**src/rtl/machine_trap_controller.sv**
```systemverilog
`default_nettype none
// ============================================================================
// machine_trap_controller : M-mode trap entry/return sequencer, cause latch
// Revision 1.0
// ============================================================================
module machine_trap_controller #(
  parameter int NUM_IRQ        = 3,
  parameter int CAUSE_W        = 5,
  parameter int IRQ_CAUSE_BASE = 16,
  parameter int BOOT_CYCLES    = 2
) (
  input  logic               clk_in,
  input  logic               rst_in,
  input  logic               illegal_instr_in,
  input  logic               misaligned_instr_in,
  input  logic               misaligned_load_in,
  input  logic               misaligned_store_in,
  input  logic [4:0]         opcode_6_to_2_in,
  input  logic [2:0]         funct3_in,
  input  logic [6:0]         funct7_in,
  input  logic [4:0]         rs1_adder_in,
  input  logic [4:0]         rs2_adder_in,
  input  logic [4:0]         rd_adder_in,
  input  logic [NUM_IRQ-1:0] irq_in,
  input  logic [NUM_IRQ-1:0] irq_en_in,
  input  logic               mie_in,
  output logic [1:0]         pc_src_out,
  output logic               flush_out,
  output logic               instruct_inc_out,
  output logic               set_epc_out,
  output logic               set_cause_out,
  output logic               mie_clear_out,
  output logic               mie_set_out,
  output logic               trap_taken_out,
  output logic               i_or_e_out,
  output logic [CAUSE_W-1:0] cause_out,
  output logic               misaligned_exception_out
);

  localparam int CNT_W = $clog2(BOOT_CYCLES + 1);

  localparam logic [CAUSE_W-1:0] CAUSE_MIS_INSTR = CAUSE_W'(0);
  localparam logic [CAUSE_W-1:0] CAUSE_ILLEGAL   = CAUSE_W'(2);
  localparam logic [CAUSE_W-1:0] CAUSE_EBREAK    = CAUSE_W'(3);
  localparam logic [CAUSE_W-1:0] CAUSE_MIS_LOAD  = CAUSE_W'(4);
  localparam logic [CAUSE_W-1:0] CAUSE_MIS_STORE = CAUSE_W'(6);
  localparam logic [CAUSE_W-1:0] CAUSE_ECALL     = CAUSE_W'(11);

  typedef enum logic [1:0] {
    ST_RESET       = 2'd0,
    ST_OPERATING   = 2'd1,
    ST_TRAP_TAKEN  = 2'd2,
    ST_TRAP_RETURN = 2'd3
  } state_e;

  state_e             state_q, state_d;
  logic [CNT_W-1:0]   boot_cnt_q, boot_cnt_d;
  logic [CAUSE_W-1:0] cause_q, cause_d;
  logic               i_or_e_q, i_or_e_d;
  logic               misaligned_q;

  logic               is_system;
  logic               is_ecall;
  logic               is_ebreak;
  logic               is_mret;
  logic [NUM_IRQ-1:0] irq_pend;
  logic               irq_req;
  logic               trap_req;
  logic [CAUSE_W-1:0] irq_cause;
  logic [CAUSE_W-1:0] trap_cause;

  assign is_system = (opcode_6_to_2_in == 5'b11100) && (rs1_adder_in == 5'd0) &&
                     (rd_adder_in == 5'd0) && (funct3_in == 3'd0);
  assign is_ecall  = is_system && (rs2_adder_in == 5'd0) && (funct7_in == 7'd0);
  assign is_ebreak = is_system && (rs2_adder_in == 5'd1) && (funct7_in == 7'd0);
  assign is_mret   = is_system && (rs2_adder_in == 5'd2) && (funct7_in == 7'b0011000);

  assign irq_pend = irq_in & irq_en_in;
  assign irq_req  = mie_in && (|irq_pend);
  assign trap_req = irq_req || illegal_instr_in || misaligned_instr_in ||
                    misaligned_load_in || misaligned_store_in || is_ecall || is_ebreak;

  // Descending scan so the lowest pending line wins.
  always_comb begin
    irq_cause = '0;
    for (int k = NUM_IRQ - 1; k >= 0; k--) begin
      if (irq_pend[k]) irq_cause = CAUSE_W'(IRQ_CAUSE_BASE + k);
    end
  end

  always_comb begin
    trap_cause = '0;
    if (irq_req)                  trap_cause = irq_cause;
    else if (illegal_instr_in)    trap_cause = CAUSE_ILLEGAL;
    else if (misaligned_instr_in) trap_cause = CAUSE_MIS_INSTR;
    else if (is_ecall)            trap_cause = CAUSE_ECALL;
    else if (is_ebreak)           trap_cause = CAUSE_EBREAK;
    else if (misaligned_store_in) trap_cause = CAUSE_MIS_STORE;
    else if (misaligned_load_in)  trap_cause = CAUSE_MIS_LOAD;
  end

  always_comb begin
    state_d          = state_q;
    boot_cnt_d       = boot_cnt_q;
    cause_d          = cause_q;
    i_or_e_d         = i_or_e_q;
    pc_src_out       = 2'b00;
    flush_out        = 1'b0;
    instruct_inc_out = 1'b0;
    set_epc_out      = 1'b0;
    set_cause_out    = 1'b0;
    mie_clear_out    = 1'b0;
    mie_set_out      = 1'b0;
    trap_taken_out   = 1'b0;
    case (state_q)
      ST_RESET: begin
        pc_src_out = 2'b00;
        flush_out  = 1'b1;
        if (boot_cnt_q == '0) state_d = ST_OPERATING;
        else                  boot_cnt_d = boot_cnt_q - 1'b1;
      end
      ST_OPERATING: begin
        pc_src_out       = 2'b01;
        instruct_inc_out = 1'b1;
        if (trap_req) begin
          state_d  = ST_TRAP_TAKEN;
          cause_d  = trap_cause;
          i_or_e_d = irq_req;
        end else if (is_mret) begin
          state_d = ST_TRAP_RETURN;
        end
      end
      ST_TRAP_TAKEN: begin
        pc_src_out     = 2'b10;
        flush_out      = 1'b1;
        set_epc_out    = 1'b1;
        set_cause_out  = 1'b1;
        mie_clear_out  = 1'b1;
        trap_taken_out = 1'b1;
        state_d        = ST_OPERATING;
      end
      default: begin
        pc_src_out  = 2'b11;
        flush_out   = 1'b1;
        mie_set_out = 1'b1;
        state_d     = ST_OPERATING;
      end
    endcase
  end

  always_ff @(posedge clk_in) begin
    if (!rst_in) begin
      state_q      <= ST_RESET;
      boot_cnt_q   <= CNT_W'(BOOT_CYCLES);
      cause_q      <= '0;
      i_or_e_q     <= 1'b0;
      misaligned_q <= 1'b0;
    end else begin
      state_q      <= state_d;
      boot_cnt_q   <= boot_cnt_d;
      cause_q      <= cause_d;
      i_or_e_q     <= i_or_e_d;
      misaligned_q <= misaligned_instr_in | misaligned_load_in | misaligned_store_in;
    end
  end

  assign cause_out                = cause_q;
  assign i_or_e_out               = i_or_e_q;
  assign misaligned_exception_out = misaligned_q;

endmodule
`default_nettype wire

```
**config.mk**
```make
export PLATFORM = sky130hd
export DESIGN_NAME = machine_trap_controller
export DESIGN_NICKNAME = d
export VERILOG_FILES = /design/src/rtl/machine_trap_controller.sv
export SDC_FILE = /design/constraint.sdc
export NUM_CORES = 1
export LEC_CHECK = 0
export ABC_CLOCK_PERIOD_IN_PS = 3000
export CORE_MARGIN = 3
export CORE_UTILIZATION = 31
export CTS_CLUSTER_SIZE = 24
export DETAILED_ROUTE_END_ITERATION = 8
export GPL_ROUTABILITY_DRIVEN = 0
export PLACE_DENSITY = 0.8
export SYNTH_ARGS = -nofsm -noshare
export SYNTH_HDL_FRONTEND = slang
export SYNTH_SLANG_ARGS = --single-unit
```
**constraint.sdc**
```tcl
create_clock -name clk_in -period 3 [get_ports clk_in]
set_input_delay 0.75 -clock clk_in [delete_from_list [all_inputs] [get_ports clk_in]]
set_output_delay 0.75 -clock clk_in [all_outputs]
set_load 0.005 [all_outputs]
```
**Word level (Yosys, flattened, before mapping)**

Cells that the tools add are included.
Widths: inputs -> output; s select.

- Register bits after elaboration: 11
- Bits in latches: 0
- RAM bits: 0
- ROM bits: 0
- Output and inout bits: 16
- Word-level logic and storage cells: 65
- Memories kept: 0

- $add $sub $neg: 1
- $mul: 0
- Div/mod/pow operators: 0
- $lt $le $gt $ge: 0
- Equal/unequal tests: 8
- Shifts and indexed selects: 0
- Muxes and demuxes: 19
- Bitwise operators: 4
- Reductions and logical operators: 28

Operator list:

| cell | number |
|---|---|
| $mux 5 | 4 |
| $logic_not 5->1 | 3 |
| $mux 4 | 3 |
| $logic_and 1x1->1 | 10 |
| $mux 3 | 3 |
| $eq 7x5->1 const B | 1 |
| $logic_not 7->1 | 1 |
| $logic_or 1x1->1 | 6 |
| $mux 2 | 3 |
| $pmux 2 s3 | 1 |
| $reduce_and 2->1 | 3 |
| $reduce_or 3->1 | 2 |
| $eq 5x1->1 const B | 1 |
| $eq 5x2->1 const B | 1 |
| $eq 5x5->1 const B | 1 |
| $logic_not 2->1 | 2 |
| $mux 1 | 4 |
| $pmux 2 s2 | 1 |
| $and 3x3->3 | 1 |
| $logic_not 3->1 | 1 |
| $ne 3x3->1 const B | 1 |
| $eq 2x1->1 const B | 1 |
| $eq 2x2->1 const B | 1 |
| $ne 2x2->1 const B | 1 |
| 3 further kinds | 4 |

**Logic depth before layout (Yosys ltp)**

- Word-level depth: 11
- Depth in mapped cells: 6

**Worst setup path before layout**

No wires, ideal clock.

- Kind: input-to-reg
- From: in rd_adder_in[4]
- To: reg cause_q[3] (netlist: cause_out[3])
- Setup time: 0.069 ns
- Data arrival time: 2.319 ns
- Required time: 2.931 ns
- Path slack: 0.612 ns
- Cell stages on the path: 5
- Buffers on the path: 1
- Cells stage by stage: or4_4 -> or4_1 -> buf_2 -> or4_1 -> o21ai_1

- Word-level cells in the longest chain between the ends: 9
- Elaborated cells on any way between the ends: 14
- Those cells by class: mux (4); reduce/logical (10)

Ends and longest elaborated chain:

| what | line | RTL |
|---|---|---|
| from (decl) | 23 | `input logic [4:0] rd_adder_in,` |
| $logic_not 5->1 * | 73 | `(rd_adder_in == 5'd0) && (funct3_in == 3'd0);` |
| $logic_and 1x1->1 * | 72 | `assign is_system = (opcode_6_to_2_in == 5'b11100) && (rs1_adder_in == 5'd0) &&` |
| $logic_and 1x1->1 * | 73 |  |
| $logic_and 1x1->1 (2 in series) | 74 | `assign is_ecall = is_system && (rs2_adder_in == 5'd0) && (funct7_in == 7'd0);` |
| $mux 4 | 96 | `else if (is_ecall) trap_cause = CAUSE_ECALL;` |
| $mux 4 | 95 | `else if (misaligned_instr_in) trap_cause = CAUSE_MIS_INSTR;` |
| $mux 4 | 94 | `else if (illegal_instr_in) trap_cause = CAUSE_ILLEGAL;` |
| $mux 5 | 93 | `if (irq_req) trap_cause = irq_cause;` |
| to (signal assigned) | 161 | `cause_q <= cause_d;` |
| to (decl) | 58 | `logic [CAUSE_W-1:0] cause_q, cause_d;` |

Every way passes the cells marked *; elsewhere a longest branch is shown, timed or not.
A chain may end at the register's enable or synchronous reset.

**Final worst setup path**

- From: in irq_in[1]
- To: reg i_or_e_q (netlist: i_or_e_out)

- Word-level cells in the longest chain between the ends: 10

Ends and longest elaborated chain:

| what | line | RTL |
|---|---|---|
| from (decl) | 24 | `input logic [NUM_IRQ-1:0] irq_in,` |
| $and 3x3->3 * | 78 | `assign irq_pend = irq_in & irq_en_in;` |
| $reduce_or 3->1 * | 79 | `assign irq_req = mie_in && (\|irq_pend);` |
| $logic_and 1x1->1 * | 79 |  |
| $logic_or 1x1->1 (3 in series) | 80 | `assign trap_req = irq_req \|\| illegal_instr_in \|\| misaligned_instr_in \|\|` |
| $logic_or 1x1->1 (3 in series) | 81 | `misaligned_load_in \|\| misaligned_store_in \|\| is_ecall \|\| is_ebreak;` |
| $reduce_and 2->1 (no source line) | n/a |  |
| to (signal assigned) | 162 | `i_or_e_q <= i_or_e_d;` |
| to (decl) | 59 | `logic i_or_e_q, i_or_e_d;` |

Marks and branches as above.

==> impl_metrics.py <==
metrics = {
    "global_routing": {
        "antenna_found_initial": 0,
        "globalRouteTotalUtil_pct": 19.6,
        "grt_pass1_vias": 843,
        "grt_max_degree": 12,
        "grt_pass1_wl_mm": 3.92,
        "gr-total-overflow": 0,
    },
    "worst_setup_path": {
        "arrival_ns": 2.79,
        "worst_r2r_path_depth": 5,
        "endpoint_kind": "register",
        "critPathKind": "primary input to register",
        "r2r-end": "cause_out[3]",
        "critPathMaxFanout": 5,
        "worstSetupStartpointType": "primary input",
        "rr_startpoint": "state_q[0]",
        "regToRegSetupSlack_ns": 1.46,
        "critPathRequiredTime_ns": 3.19,
    },
    "floorplanning": {
        "num_io_pins": 59,
        "core_um2": 2000,
        "die_h_um": 52.6,
        "rows": 16,
        "die_area_um2": 2770,
        "die_w_um": 52.6,
        "start_util_pct": 33.6,
    },
    "pwr": {
        "p_sw_share_pct": 30.2,
        "combPwrFrac_pct": 45.3,
        "power.clock.fraction_pct": 18.7,
        "ir_worst_vdd_mv": 0.293,
        "power_density_nw_per_um2": 424,
        "p_leak_nw": 0.461,
        "power.switching_w": 0.000164,
        "seqPwrFrac_pct": 36.0,
        "intPower_w": 0.000378,
        "total_power_w": 0.000542,
    },
    "sta": {
        "layout_setup_ws_ns": 0.403,
        "fin_hold_ws_ns": 0.468,
        "rsz0062_at_grt": "no",
        "timing.fmax_ghz": 0.385,
        "setup_tns_ns": 0,
        "slew_headroom_pct": 63.4,
        "hold_viol_final": 0,
        "layout_min_cycle_time_ns": 2.60,
        "drv_slew": 0,
        "skew_ns": 0.00457,
        "fin_crit_sh_pct": 86.6,
        "worstMarginPinSlew_ns": 0.549,
        "finalSetupViolations": 0,
    },
    "job": {
        "cap_viol_max_count": 0,
    },
    "worst_hold_path": {
        "hold_depth": 2,
        "hp-start": "cause_out[3]",
        "hold_class": "register to register",
        "min_to": "cause_out[3]",
    },
    "clock_tree": {
        "clock_latency_ns": 0.27,
        "cts.clk_slew.worst_paths_ns": 0.07,
        "htree_num_levels": 1,
        "post_cts_buffers": 0,
        "clk_path_buf_depth": 2,
        "cts_tree": "yes",
        "root_buffer": "clkbuf_4",
        "cts_sinks": 11,
        "numCtsBuffers": 3,
        "postCtsHoldBufs": 0,
        "cts_resized": 0,
    },
    "cells_and_area": {
        "multi_input_area_um2": 392,
        "fill_cells": 174,
        "layout_commonest_cell": "clkdlybuf4s50_1",
        "antenna_cells": 0,
        "area_growth_pct": 90.0,
        "final_nets": 185,
        "stdcell_area_um2": 1280,
        "final_cell_mix": "clkdlybuf4s50_1, dfxtp_1, nand2_1",
        "regArea_um2": 220,
        "drive_above_1_share_pct": 4.29,
    },
    "drt": {
        "vias": 861,
        "drc": 0,
        "wl_per_cell_um": 14.5,
        "drtPass1Iterations": 4,
        "wl_mm": 2.43,
        "ant_nets": 0,
        "drt_iter0_markers": 11,
        "via_per_inst": 5.16,
    },
    "synth": {
        "synth_seq_area_share_pct": 32.7,
        "syn_inst": 85,
        "synthesis.nets": 129,
        "syn_avg_cell_area_um2": 7.92,
        "yosys_warnings": 0,
        "yosysUniqueCellTypes": 37,
        "syn_area_um2": 673,
        "ys_ff_latch": 11,
    },
    "placement": {
        "io_buffers": 58,
        "placed_area_um2": 1250,
        "dpl_worst_slack_ns": 0.163,
        "place_hpwl_mm": 2.05,
    },
    "outcome": {
        "status": "completed",
    },
}
## cell usage after synthesis
cell	count	area, um2
nand2b_1	1	6.26
a21boi_0	1	7.51
nand2_1	9	33.8
o41ai_1	1	8.76
nor4_1	3	18.8
a2111o_1	1	11.3
dfxtp_1	11	220
or3_1	3	18.8
nand4b_1	1	8.76
a31oi_1	3	18.8
o211ai_1	1	7.51
o21ai_1	1	5.00
nor4b_2	1	15.0
o31a_1	1	8.76
or2b_1	1	7.51
a222oi_1	1	10.0
xnor2_1	1	8.76
nor3_1	2	10.0
buf_2	1	5.00
a41oi_1	1	8.76
nor2_1	4	15.0
o2bb2ai_1	1	8.76
clkbuf_1	4	15.0
nand3b_1	1	7.51
nor4bb_1	1	10.0
or4_1	2	15.0
buf_4	3	22.5
inv_1	5	18.8
nand3_1	1	5.00
nand4_1	1	6.26
ha_1	1	12.5
or4_4	1	11.3
and2_1	2	12.5
a221oi_1	2	17.5
nor2b_1	1	6.26
a21oi_1	4	20.0
o21ai_0	6	30.0
## per-stage QoR
step	util (%)	instances
after floorplan	-	85
after global placement	62.6	163
after detailed placement	62.6	163
after CTS	63.9	167
after global routing	63.9	167
final	63.9	167
## cell type report
class | count | area share (%)
tap | 27 | 2.64
clock buffer | 4 | 2.05
inverter | 5 | 1.47
multi-input combinational | 61 | 30.6
sequential | 11 | 17.2
timing repair buffer | 59 | 46.0
## state kept, by name (all words and copies together) (netlist names)
| name | cells |
|---|---|
| cause_out | 5 |
| boot_cnt_q | 2 |
| state_q | 2 |
| i_or_e_out | 1 |
| misaligned_exception_out | 1 |
## cell families (layout without fill, tap and decap cells)
group | count (synthesis) | in the layout | share of synthesized area [%]
buf+inv | 13 | 68 | 9.11
simple gates | 35 | 35 | 30.9
compound gates | 24 | 24 | 24.2
fa+ha+maj | 1 | 1 | 1.86
xor+xnor | 1 | 1 | 1.30
flops | 11 | 11 | 32.7
## power by group through the flow
stage | Sequential, W | Combinational, W | Clock [W]
3_5_place_dp | 0.000199 | 0.000247 | 0
2_1_floorplan | 0.000196 | 0.000114 | 0
5_1_grt | 0.000201 | 0.000275 | 0.000109
3_3_place_gp | 0.000197 | 0.000233 | 0
6_report | 0.000195 | 0.000245 | 0.000101
4_1_cts | 0.000195 | 0.000249 | 0.000106
## layer usage
metal,vias to the layer above,share of wire (%),track usage (%)
met1,399,40,21.3
li1,429,-,-
met3,4,4.5,3.70
met4,0,1.6,8.09
met2,29,54,36.2
met5,-,0,0
## critical path, cell delays in order
cell and delay, ns:
clkdlybuf4s50_1 0.44, a222oi_1 0.54, o21ai_0 0.31, nor3_1 0.41, nand2_1 0.13, a31oi_1 0.20
## how the worst max path moves through the flow
stage | from | to | slack (ns) | depth (start not counted)
2_1_floorplan | rd_adder_in[4] | cause_out[3] | 0.61 | 5
3_3_place_gp | opcode_6_to_2_in[3] | cause_out[3] | 0.24 | 6
6_report | irq_in[1] | i_or_e_out | 0.40 | 6
5_1_grt | irq_en_in[0] | i_or_e_out | 0.15 | 6
3_5_place_dp | irq_in[1] | i_or_e_out | 0.16 | 6
4_1_cts | irq_in[1] | i_or_e_out | 0.45 | 6
(Power assumes the default switching activity.)
